`config.mk`:
```
export PLATFORM = sky130hd
export DESIGN_NAME = pipelined_addsub
export DESIGN_NICKNAME = d
export VERILOG_FILES = /design/src/rtl/addsub_pkg.sv /design/src/rtl/addsub_slice.sv /design/src/rtl/pipelined_addsub.sv
export SDC_FILE = /design/constraint.sdc
export NUM_CORES = 1
export LEC_CHECK = 0
export CAP_MARGIN = 20
export CORE_AREA = 2 2 121 123
export DETAILED_ROUTE_END_ITERATION = 10
export DIE_AREA = 0 0 123 125
export GPL_TIMING_DRIVEN = 0
export MAX_ROUTING_LAYER = met4
export PLACE_DENSITY_LB_ADDON = 0.12
export SLEW_MARGIN = 5
export SYNTH_ARGS = -nofsm -noshare
export SYNTH_HDL_FRONTEND = slang
export SYNTH_SLANG_ARGS = --single-unit
```
`constraint.sdc`:
```
create_clock -name clk -period 12.8 [get_ports clk]
set_clock_uncertainty 0.15 [all_clocks]
set_input_delay 1.92 -clock clk [delete_from_list [all_inputs] [get_ports clk]]
set_output_delay 1.92 -clock clk [all_outputs]
set_load 0.005 [all_outputs]
```
`src/rtl/addsub_pkg.sv`:
```
// Shared mode encodings and slice sizing for the pipelined adder/subtractor.
package addsub_pkg;

    localparam logic MODE_ADD = 1'b0;
    localparam logic MODE_SUB = 1'b1;

    // Returns 0 when the width cannot be split into equal slices.
    function automatic int slice_width(input int width, input int stages);
        if ((stages < 1) || (stages > width) || ((width % stages) != 0)) begin
            return 0;
        end else begin
            return width / stages;
        end
    endfunction

endpackage

```
`src/rtl/addsub_slice.sv`:
```
// One combinational W-bit ripple slice of the pipelined carry chain.
module addsub_slice #(
    parameter int W = 8
) (
    input  logic [W-1:0] a_chunk,
    input  logic [W-1:0] b_chunk,
    input  logic         cin,
    output logic [W-1:0] sum_chunk,
    output logic         cout,
    output logic         cin_msb
);

    logic [W:0] carry_s;

    // Ripple the carry bit by bit through the chunk
    always_comb begin
        carry_s    = {(W+1){1'b0}};
        sum_chunk  = {W{1'b0}};
        carry_s[0] = cin;
        for (int i = 0; i < W; i++) begin
            sum_chunk[i]  = a_chunk[i] ^ b_chunk[i] ^ carry_s[i];
            carry_s[i+1]  = (a_chunk[i] & b_chunk[i]) | (carry_s[i] & (a_chunk[i] ^ b_chunk[i]));
        end
    end

    assign cout    = carry_s[W];
    assign cin_msb = carry_s[W-1];

endmodule

```
`src/rtl/pipelined_addsub.sv`:
```
// WIDTH-bit add/subtract with the carry chain cut into STAGES registered slices
// and a valid/ready handshake that stalls the whole pipe on backpressure.
module pipelined_addsub
    import addsub_pkg::*;
#(
    parameter int WIDTH  = 32,
    parameter int STAGES = 4
) (
    input  logic             clk,
    input  logic             rst,
    input  logic             in_valid,
    output logic             in_ready,
    input  logic [WIDTH-1:0] a,
    input  logic [WIDTH-1:0] b,
    input  logic             sub,
    input  logic             ci,
    output logic             out_valid,
    input  logic             out_ready,
    output logic [WIDTH-1:0] f,
    output logic             co,
    output logic             ovf,
    output logic             zero
);

    localparam int W = slice_width(WIDTH, STAGES);

    if (W == 0) begin : g_param_check
        $error("pipelined_addsub: WIDTH must be a multiple of STAGES with 1 <= STAGES <= WIDTH");
    end

    logic             adv_s;
    logic [WIDTH-1:0] b_eff_s;
    logic             c_eff_s;
    logic             ovf_r;
    logic             zero_r;

    assign adv_s    = ~out_valid | out_ready;
    assign in_ready = adv_s;

    // Subtraction is a + ~b + ~borrow
    always_comb begin
        b_eff_s = b;
        c_eff_s = ci;
        if (sub == MODE_SUB) begin
            b_eff_s = ~b;
            c_eff_s = ~ci;
        end else begin
            b_eff_s = b;
            c_eff_s = ci;
        end
    end

    for (genvar k = 0; k < STAGES; k++) begin : stg
        localparam int RW = WIDTH - k * W;   // operand bits not yet consumed, incl. this chunk
        localparam int LW = (k + 1) * W;     // result bits known after this slice

        logic [RW-1:0] a_cur_s;
        logic [RW-1:0] b_cur_s;
        logic          c_cur_s;
        logic          v_cur_s;
        logic [W-1:0]  sum_chunk_s;
        logic          cout_s;
        logic          cin_msb_s;
        logic [LW-1:0] s_nxt_s;
        logic [LW-1:0] s_r;
        logic          v_r;
        logic          c_r;

        if (k == 0) begin : g_src
            assign a_cur_s = a;
            assign b_cur_s = b_eff_s;
            assign c_cur_s = c_eff_s;
            assign v_cur_s = in_valid;
            assign s_nxt_s = sum_chunk_s;
        end else begin : g_src
            assign a_cur_s = stg[k-1].g_ops.a_r;
            assign b_cur_s = stg[k-1].g_ops.b_r;
            assign c_cur_s = stg[k-1].c_r;
            assign v_cur_s = stg[k-1].v_r;
            assign s_nxt_s = {sum_chunk_s, stg[k-1].s_r};
        end

        addsub_slice #(.W(W)) u_slice (
            .a_chunk   (a_cur_s[W-1:0]),
            .b_chunk   (b_cur_s[W-1:0]),
            .cin       (c_cur_s),
            .sum_chunk (sum_chunk_s),
            .cout      (cout_s),
            .cin_msb   (cin_msb_s)
        );

        // Stage valid, carry and accumulated low result bits
        always_ff @(posedge clk or posedge rst) begin
            if (rst) begin
                v_r <= 1'b0;
                c_r <= 1'b0;
                s_r <= {LW{1'b0}};
            end else if (adv_s) begin
                v_r <= v_cur_s;
                c_r <= cout_s;
                s_r <= s_nxt_s;
            end
        end

        if (k < STAGES - 1) begin : g_ops
            logic [RW-W-1:0] a_r;
            logic [RW-W-1:0] b_r;
            logic            unused_cin_msb_s;

            assign unused_cin_msb_s = cin_msb_s;

            // Upper operand chunks still waiting for their slice
            always_ff @(posedge clk or posedge rst) begin
                if (rst) begin
                    a_r <= {(RW-W){1'b0}};
                    b_r <= {(RW-W){1'b0}};
                end else if (adv_s) begin
                    a_r <= a_cur_s[RW-1:W];
                    b_r <= b_cur_s[RW-1:W];
                end
            end
        end else begin : g_flags
            // Full-width status flags, registered alongside the final sum
            always_ff @(posedge clk or posedge rst) begin
                if (rst) begin
                    ovf_r  <= 1'b0;
                    zero_r <= 1'b0;
                end else if (adv_s) begin
                    ovf_r  <= cin_msb_s ^ cout_s;
                    zero_r <= (s_nxt_s == {LW{1'b0}});
                end
            end
        end
    end

    assign out_valid = stg[STAGES-1].v_r;
    assign f         = stg[STAGES-1].s_r;
    assign co        = stg[STAGES-1].c_r;
    assign ovf       = ovf_r;
    assign zero      = zero_r;

endmodule

```
Word-level counts from Yosys, hierarchy flattened
Cells that the tools add are included.
{"block": "classes", "mux": 2, "bitwise_logic": 165, "n_reduce_logical": 1}
{"op": "bitwise XOR 1 bit", "n": 65}
{"op": "AND 1 bit", "n": 64}
{"op": "bitwise OR 1 bit", "n": 33}
{"op": "zero test 32 bit", "n": 1}
{"op": "2-to-1 mux 32 bit", "n": 1}
{"op": "inverter 32 bit", "n": 1}
{"op": "inverter 1 bit", "n": 2}
{"op": "2-to-1 mux 1 bit", "n": 1}
{"block": "totals", "register_bits": 186, "input_bits": 70, "out_inout_bits": 37, "elab_cells": 188}

Longest topological paths before layout
Gate-level depths: netlist (run 1).
{"block": "depth", "depth_word": 19, "ltp_mapped": 16, "mapped_depth_nobuf": 14}

Hierarchy
Synthesis (run 1) repeated with hierarchy kept, for this count alone.
{"block": "unflattened", "hier_cells": 880, "area_unflattened_um2": 8199.1}
{"module": "pipelined_addsub", "instances": 1, "cells_per_inst": 808, "area_per_inst_um2": 7408.4, "seq_area_each_um2": 4654.5}
{"module": "addsub_slice", "instances": 4, "cells_per_inst": 18, "area_per_inst_um2": 197.7, "seq_area_each_um2": 0.0}

Worst setup path after synthesis (run 1)
No wires, ideal clock.
{"block": "synth_path", "kind": "input-to-reg", "from": "input sub", "to": "register stg[0].s_r[7]", "setup_time_ps": 117, "arrival_ps": 5679, "t_required_ps": 12533, "slack_ps": 6855, "stages": 16, "n_path_buf": 2, "cell_sequence": "buf_2 > buf_4 > xnor2_1 > fa_1 > inv_1 > fa_1 > inv_1 > fa_1 > fa_1 > fa_1 > fa_1 > fa_1 > inv_1 > fa_1 > nand2_1 > nand2_1"}
{"block": "synth_via", "elab_chain_len": 17, "word_cells_on_any_way": 32, "classes_between": "mux (2); bitwise (30)"}
{"element": "start: declaration", "line_no": "pipelined_addsub.sv:15", "rtl": "input logic sub,"}
{"element": "2-to-1 mux 32 bit", "line_no": "pipelined_addsub.sv:44", "rtl": "if (sub == MODE_SUB) begin"}
{"element": "bitwise XOR 1 bit", "line_no": "addsub_slice.sv:22", "rtl": "carry_s[i+1] = (a_chunk[i] & b_chunk[i]) | (carry_s[i] & (a_chunk[i] ^ b_chunk[i]));"}
{"element": "AND 1 bit", "line_no": "addsub_slice.sv:22"}
{"element": "bitwise OR 1 bit", "line_no": "addsub_slice.sv:22"}
{"element": "AND 1 bit", "line_no": "addsub_slice.sv:22"}
{"element": "bitwise OR 1 bit", "line_no": "addsub_slice.sv:22"}
{"element": "AND 1 bit", "line_no": "addsub_slice.sv:22"}
{"element": "bitwise OR 1 bit", "line_no": "addsub_slice.sv:22"}
{"element": "[2 not listed]"}
{"element": "AND 1 bit", "line_no": "addsub_slice.sv:22"}
{"element": "bitwise OR 1 bit", "line_no": "addsub_slice.sv:22"}
{"element": "AND 1 bit", "line_no": "addsub_slice.sv:22"}
{"element": "bitwise OR 1 bit", "line_no": "addsub_slice.sv:22"}
{"element": "AND 1 bit", "line_no": "addsub_slice.sv:22"}
{"element": "bitwise OR 1 bit", "line_no": "addsub_slice.sv:22"}
{"element": "bitwise XOR 1 bit *", "line_no": "addsub_slice.sv:21", "rtl": "sum_chunk[i] = a_chunk[i] ^ b_chunk[i] ^ carry_s[i];"}
{"element": "net stg[0].s_nxt_s[7]", "line_no": "pipelined_addsub.sv:64", "rtl": "logic [LW-1:0] s_nxt_s;"}
{"element": "end signal: assignment", "line_no": "pipelined_addsub.sv:97", "rtl": "s_r <= {LW{1'b0}};"}
{"element": "end signal: assignment", "line_no": "pipelined_addsub.sv:101", "rtl": "s_r <= s_nxt_s;"}
{"element": "end: declaration", "line_no": "pipelined_addsub.sv:65", "rtl": "logic [LW-1:0] s_r;"}
Mark *: on every way through the listed nets, which the timed path passes. The rest lies on a longest branch.
A chain may end at the register's enable or synchronous reset.

Final worst setup path (run 1)
{"block": "layout_path", "from": "input ci", "to": "register stg[0].s_r[7]"}
{"block": "layout_via", "elab_chain_len": 17}
{"element": "start: declaration", "line_no": "pipelined_addsub.sv:16", "rtl": "input logic ci,"}
{"element": "inverter 1 bit", "line_no": "pipelined_addsub.sv:46", "rtl": "c_eff_s = ~ci;"}
{"element": "2-to-1 mux 1 bit *", "line_no": "pipelined_addsub.sv:44"}
{"element": "AND 1 bit *", "line_no": "addsub_slice.sv:22"}
{"element": "bitwise OR 1 bit *", "line_no": "addsub_slice.sv:22"}
{"element": "AND 1 bit *", "line_no": "addsub_slice.sv:22"}
{"element": "bitwise OR 1 bit *", "line_no": "addsub_slice.sv:22"}
{"element": "AND 1 bit *", "line_no": "addsub_slice.sv:22"}
{"element": "bitwise OR 1 bit *", "line_no": "addsub_slice.sv:22"}
{"element": "[2 not listed]"}
{"element": "AND 1 bit *", "line_no": "addsub_slice.sv:22"}
{"element": "bitwise OR 1 bit *", "line_no": "addsub_slice.sv:22"}
{"element": "AND 1 bit *", "line_no": "addsub_slice.sv:22"}
{"element": "bitwise OR 1 bit *", "line_no": "addsub_slice.sv:22"}
{"element": "AND 1 bit *", "line_no": "addsub_slice.sv:22"}
{"element": "bitwise OR 1 bit *", "line_no": "addsub_slice.sv:22"}
{"element": "bitwise XOR 1 bit *", "line_no": "addsub_slice.sv:21"}
{"element": "net stg[0].s_nxt_s[7]", "line_no": "pipelined_addsub.sv:64"}
Marks and branches as above.

==> results of run 1 <==
[cell usage in the layout, fill, tap and decap left out, types with 2 or more instances in the layout]
master,instances
nand2_1,437
dfrtp_1,186
clkdlybuf4s50_1,105
fa_1,32
o21ai_0,31
inv_1,30
xnor2_1,29
buf_4,17
clkbuf_16,17
nor2_1,16
a21oi_2,16
buf_2,13
buf_6,8
clkbuf_1,7
nor4_1,6
xor2_1,5
bufinv_16,5
o21ai_1,3
clkbuf_8,3
clkinv_2,3
nor4b_1,2
nand4_1,2
[layout make-up]
class,instances,area share (%)
timing repair buffer,106,10.7
clock buffer,21,4.66
inverter,32,1.26
multi-input combinational,582,30.1
tap,184,2.28
clock inverter,11,1.88
buffer,45,3.07
sequential,186,46.1
[report_power, final]
| part | internal [W] | switching, W |
|---|---|---|
| combinational | 0.000408 | 0.000484 |
| clock | 0.000362 | 0.000220 |
| sequential | 0.000851 | 0.000166 |
| total | 0.00162 | 0.000871 |
[worst paths after layout]
kind / from / end / slack [ps] / depth (start not counted)
setup reg to reg: stg[2].c_r$_DFFE_PP0P_ / zero$_DFFE_PP0P_ / 8360 / 14
max in group asynchronous: rst / stg[0].g_ops.a_r[0]$_DFFE_PP0P_ / 9790 / 3
hold / removal: stg[2].v_r$_DFFE_PP0P_ / out_valid$_DFFE_PP0P_ / 310 / 1
setup / recovery: ci / stg[0].s_r[7]$_DFFE_PP0P_ / 7050 / 15
min in group asynchronous: rst / f[9]$_DFFE_PP0P_ / 1840 / 2
hold reg to reg: stg[2].v_r$_DFFE_PP0P_ / out_valid$_DFFE_PP0P_ / 310 / 1
[synth_stat cells]
master	n	share of area, %
a21oi_2	16	1.7
buf_2	13	0.80
buf_4	17	1.6
buf_6	8	1.1
clkbuf_1	6	0.28
clkbuf_2	1	0.062
dfrtp_1	186	57
fa_1	32	7.9
inv_1	31	1.4
inv_2	1	0.046
nand2_1	437	20
nand2b_1	1	0.077
nand4_1	2	0.15
nor2_1	16	0.74
nor2b_4	1	0.17
nor4_1	6	0.46
nor4b_1	2	0.22
o21ai_0	31	1.9
o21ai_1	3	0.18
o31ai_1	1	0.092
xnor2_1	29	3.1
xor2_1	5	0.54
[worst max-delay path, delay by kind of cell]
kind,cells,cell delay [ps]
xor gates and xnor gates,1,160
and+or+nand+nor,2,120
buffers and inverters,4,660
adders and majority gates,8,3070
[sequential cells by signal, summed over array words and instances, names as in the netlist]
signal and cells:
stg.v_r 3, f 32, stg.c_r 3, zero 1
co 1, stg.s_r 48, stg.g_ops.a_r 48, stg.g_ops.b_r 48
ovf 1, out_valid 1
[logic make-up after synthesis]
group	Yosys count
and+or+nand+nor	465
DFF	186
AOI/OAI and AO/OA	51
buffers and inverters	77
adders and majority gates	32
xor gates and xnor gates	34
[layer usage]
metal,wire (um),vias to the layer above,track usage [%]
met4,320,0,8.29
li1,-,2820,-
met5,0,-,-
met2,8110,153,38.7
met1,8010,2793,35.6
met3,932,29,5.43
[per-stage QoR]
step / setup slack, ps / hold WS, ps / total power, W / area [um2]
after floorplan: 5670 / 280 / 0.00155 / 8130
after global placement: 3340 / 295 / 0.00188 / 9410
after detailed placement: 6600 / 301 / 0.00191 / 9450
after CTS: 7030 / 319 / 0.00250 / 10100
after global routing: 6840 / 331 / 0.00268 / 10100
final: 7050 / 311 / 0.00249 / 10100
==> flow_summary.json, run 1 <==
{
  "slew_headroom_pct": 60.4,
  "clk_path_buf_depth": 2,
  "maxCapViolations": 0,
  "ys_warn_count": 0,
  "dp.cells": 1135,
  "synth_compound_area_share_pct": 3.91,
  "yosys.cell_types.count": 22,
  "clk_latency_ps": 430,
  "min_period_ps": 5750,
  "place_hpwl_um": 12400,
  "ant_nets": 0,
  "hold_buffers": 0,
  "grt_max_degree": 100,
  "cpMaxStageDelayCell": "clkdlybuf4s50_1",
  "die_h_um": 125,
  "cts_root_buffer": "clkbuf_16",
  "min_path_type": "flip-flop to flip-flop",
  "postCtsSetupBuffers": 0,
  "finalSetupViolCount": 0,
  "yosys.area_share.simple_pct": 22.0,
  "finalHoldViolCount": 0,
  "io_buffers": 105,
  "syn_area_mm2": 0.00813,
  "postCtsResizedCells": 0,
  "finalSetupTns_ps": 0,
  "dieArea_mm2": 0.0154,
  "synth_top_family_by_area": "simple AND/OR/NAND/NOR gates",
  "yosys.area_share.adder_pct": 7.88,
  "seq_area_frac_synth_pct": 57.3,
  "critPathRequiredTime_ps": 12970,
  "rows": 44,
  "grt_usage_pct": 25.8,
  "drt_first_pass_iters": 4,
  "num-fill-cells": 1114,
  "cp.arrival_ps": 5920,
  "drc": 0,
  "fin_cells": 1167,
  "multi_input_area_mm2": 0.00304,
  "period_share_pct": 44.9,
  "area_growth_pct": 24.3,
  "grt_pass1_wl_um": 29400,
  "syn_nets": 947,
  "fmax_ghz": 0.174,
  "status": "completed",
  "final_util_pct": 71.2,
  "ir_drop_mv": 0.135,
  "drt-initial-drc-count": 399,
  "worst_slew_pin_slew_ps": 593,
  "avgViaCountPerCell": 4.97,
  "htree_levels": 4,
  "cts_tree": "done",
  "regArea_mm2": 0.00465,
  "slew_violations": 0,
  "core-area_mm2": 0.0142,
  "max_stage_delay_ps": 440,
  "dr_total_vias": 5795,
  "drt_wl_total_um": 17400,
  "die-width_um": 123,
  "design.portCount": 107,
  "synth_mux_area_share_pct": 0,
  "setup.worst_path.end_class": "flip-flop",
  "power_leakage_nw": 5.00,
  "rsz0062_at_grt": "no",
  "grt_pass1_vias": 5842,
  "critPathMaxFanout": 1,
  "avgRoutedWirePerCell_um": 14.9,
  "drive_above_1_share_pct": 9.16,
  "crit_type": "input pin to flip-flop",
  "critPathMostFrequentCell": "fa_1",
  "syn_inst": 845,
  "cts.sinks": 186,
  "powerDensity_mw_per_mm2": 247,
  "synth_xor_area_share_pct": 3.66,
  "initial_core_util_pct": 57.2,
  "critPathLaunchType": "input pin",
  "syn_avg_cell_area_um2": 9.62,
  "place_congestion": 0.821,
  "crit_chain": "clkdlybuf4s50_1, xnor2_1, fa_1, inv_1, fa_1, inv_1, fa_1, fa_1, fa_1, fa_1, fa_1, inv_1, fa_1, nand2_1, nand2_1",
  "antenna_found_initial": 0,
  "cts_buffers": 17,
  "clk_pin_slew_ps": 60,
  "layout.nets": 1072,
  "grt_overflow": 0,
  "synth-seq-cells": 186,
  "antenna_cells": 0
}
Note: power is estimated with default switching activity, not from simulation.
==> run 2: changes to the inputs <==
- CORE_AREA: 2 2 121 123 -> 2 2 131 133
- DIE_AREA: 0 0 123 125 -> 0 0 133 135
- clock period: 12.8 -> 5.22 ns (I/O delays scaled with it)
==> run 2 against run 1 <==
Register-to-register slack got worse by 7800 ps; combinational power grew 150%; non-clock buffer count rose by 4; sequential share of layout area shrank 0.24 points; worst hold slack got worse by 2.5 ps; via count shrank 2.6%; sequential power is 140% higher; sequential cell count unchanged; first-iteration DRC count down 21%; die area increased by 17%; setup slack got worse by 6500 ps; critical endpoint is now zero$_DFFE_PP0P_.
==> flow_summary.json, run 2 (synthesis gave the netlist of run 1 again) <==
{
  "drt-initial-drc-count": 317,
  "powerDensity_mw_per_mm2": 590,
  "htree_levels": 4,
  "rows": 47,
  "die_h_um": 135,
  "clk_latency_ps": 430,
  "place_hpwl_um": 13200,
  "maxCapViolations": 0,
  "initial_core_util_pct": 49.5,
  "crit_type": "flip-flop to flip-flop",
  "mostFrequentLayoutCells": "nand2_1 (437), dfrtp_1 (186), clkdlybuf4s50_1 (105), fa_1 (32), o21ai_0 (31)",
  "antenna_cells": 0,
  "cts_tree": "done",
  "dr_total_vias": 5646,
  "whs_endpoint": "stg[2].v_r$_DFFE_PP0P_",
  "core-area_mm2": 0.0164,
  "drt_first_pass_iters": 4,
  "finalSetupTns_ps": 0,
  "critPathMostFrequentCell": "fa_1",
  "layout.nets": 1076,
  "max_stage_delay_ps": 480,
  "rsz0062_at_grt": "no",
  "grt_usage_pct": 22.2,
  "r2r-start": "stg[2].c_r$_DFFE_PP0P_",
  "drt_wl_total_um": 17700,
  "grt_pass1_wl_um": 29600,
  "reg2reg_depth": 14,
  "critPathMaxFanout": 2,
  "status": "completed",
  "area_growth_pct": 25.0,
  "postCtsResizedCells": 0,
  "finalHoldViolCount": 0,
  "cp.arrival_ps": 4830,
  "die-width_um": 133,
  "avgViaCountPerCell": 4.68,
  "critPathLaunchType": "flip-flop",
  "clk_path_buf_depth": 2,
  "r2r_slack_ps": 570,
  "setup.worst_path.end_class": "flip-flop",
  "crit_chain": "fa_1, fa_1, fa_1, fa_1, inv_1, fa_1, inv_1, fa_1, fa_1, inv_1, fa_1, nor4b_1, nand4_1, o31ai_1",
  "cts_buffers": 17,
  "r2r_end": "zero$_DFFE_PP0P_",
  "holdCritStartpoint": "stg[2].v_r$_DFFE_PP0P_",
  "crit_family": "adder cells",
  "cts_root_buffer": "clkbuf_16",
  "holdWs_ps": 308,
  "place_congestion": 0.799,
  "io_buffers": 105,
  "antenna_found_initial": 0,
  "slew_headroom_pct": 66.8,
  "avgRoutedWirePerCell_um": 14.6,
  "ir_drop_mv": 0.331,
  "min_path_type": "flip-flop to flip-flop",
  "postCtsSetupBuffers": 0,
  "critPathRequiredTime_ps": 5400,
  "power_leakage_nw": 4.99,
  "whs_path_depth": 2,
  "final_util_pct": 61.9,
  "hold_buffers": 0,
  "final_common_cell": "nand2_1",
  "grt_overflow": 0,
  "finalSetupViolCount": 0,
  "dieArea_mm2": 0.0180,
  "cpMaxStageDelayCell": "fa_1",
  "min_period_ps": 4650,
  "fmax_ghz": 0.215,
  "regArea_mm2": 0.00465,
  "grt_max_degree": 41,
  "multi_input_area_mm2": 0.00304,
  "ant_nets": 0,
  "design.portCount": 107,
  "critPathBufInv": 3,
  "clk_pin_slew_ps": 60,
  "grt_pass1_vias": 5810,
  "slew_violations": 0,
  "reg_top3": "stg.g_ops.a_r: 48 flops, stg.g_ops.b_r: 48 flops, stg.s_r: 48 flops",
  "cts.sinks": 186,
  "drc": 0,
  "num-fill-cells": 1496,
  "worst_slew_pin_slew_ps": 498,
  "drive_above_1_share_pct": 9.02,
  "period_share_pct": 89.0
}
==> run 2: worst reg2reg max path: cells and delay by family, from the launching register on <==
kind	cells	cell delay, ps
adder cells (fa/ha/maj)	8	2980
AO/OA/AOI/OAI	1	250
buffers and inverters	3	250
AND/OR/NAND/NOR	2	510
flip-flops	1	430
==> run 2: metrics by stage <==
step                      std cells  power (W)  worst slack (ps)  instance area [um2]
after CTS                      1207    0.00605               619                10200
final                          1207    0.00599               575                10200
after global placement         1170    0.00464               226                 9460
after detailed placement       1175    0.00473               186                 9560
after global routing           1207    0.00647               400                10200
after floorplan                 845    0.00379               412                 8130
==> run 2: power breakdown <==
part | internal, W | switching, W
sequential | 0.00209 | 0.000404
clock | 0.000793 | 0.000515
combinational | 0.00100 | 0.00119
total | 0.00388 | 0.00211
==> run 2: metal layers <==
| metal | global-route usage, % | vias up | share of wire, % |
|---|---|---|---|
| met5 | - | - | 0 |
| met4 | 6.39 | 0 | 1.1 |
| met3 | 4.35 | 12 | 3.8 |
| met2 | 34.3 | 103 | 47 |
| met1 | 30.4 | 2693 | 48 |
| li1 | - | 2838 | - |
==> run 2: layout make-up <==
cell class / count / share of cell area (%)
Multi-Input combinational cell: 582 / 30.0
Tap cell: 220 / 2.71
Buffer: 45 / 3.05
Clock buffer: 26 / 4.82
Timing Repair Buffer: 110 / 11.3
Inverter: 32 / 1.22
Clock inverter: 6 / 1.10
Sequential cell: 186 / 45.8
==> run 2: worst max-delay path by stage <==
stage,start,end,cells after the start
after floorplan,sub,stg[0].s_r[7]$_DFFE_PP0P_,16
after global placement,ci,stg[0].s_r[7]$_DFFE_PP0P_,15
after detailed placement,ci,stg[0].s_r[7]$_DFFE_PP0P_,15
after CTS,ci,stg[0].s_r[7]$_DFFE_PP0P_,15
after global routing,stg[2].c_r$_DFFE_PP0P_,zero$_DFFE_PP0P_,14
final,stg[2].c_r$_DFFE_PP0P_,zero$_DFFE_PP0P_,14
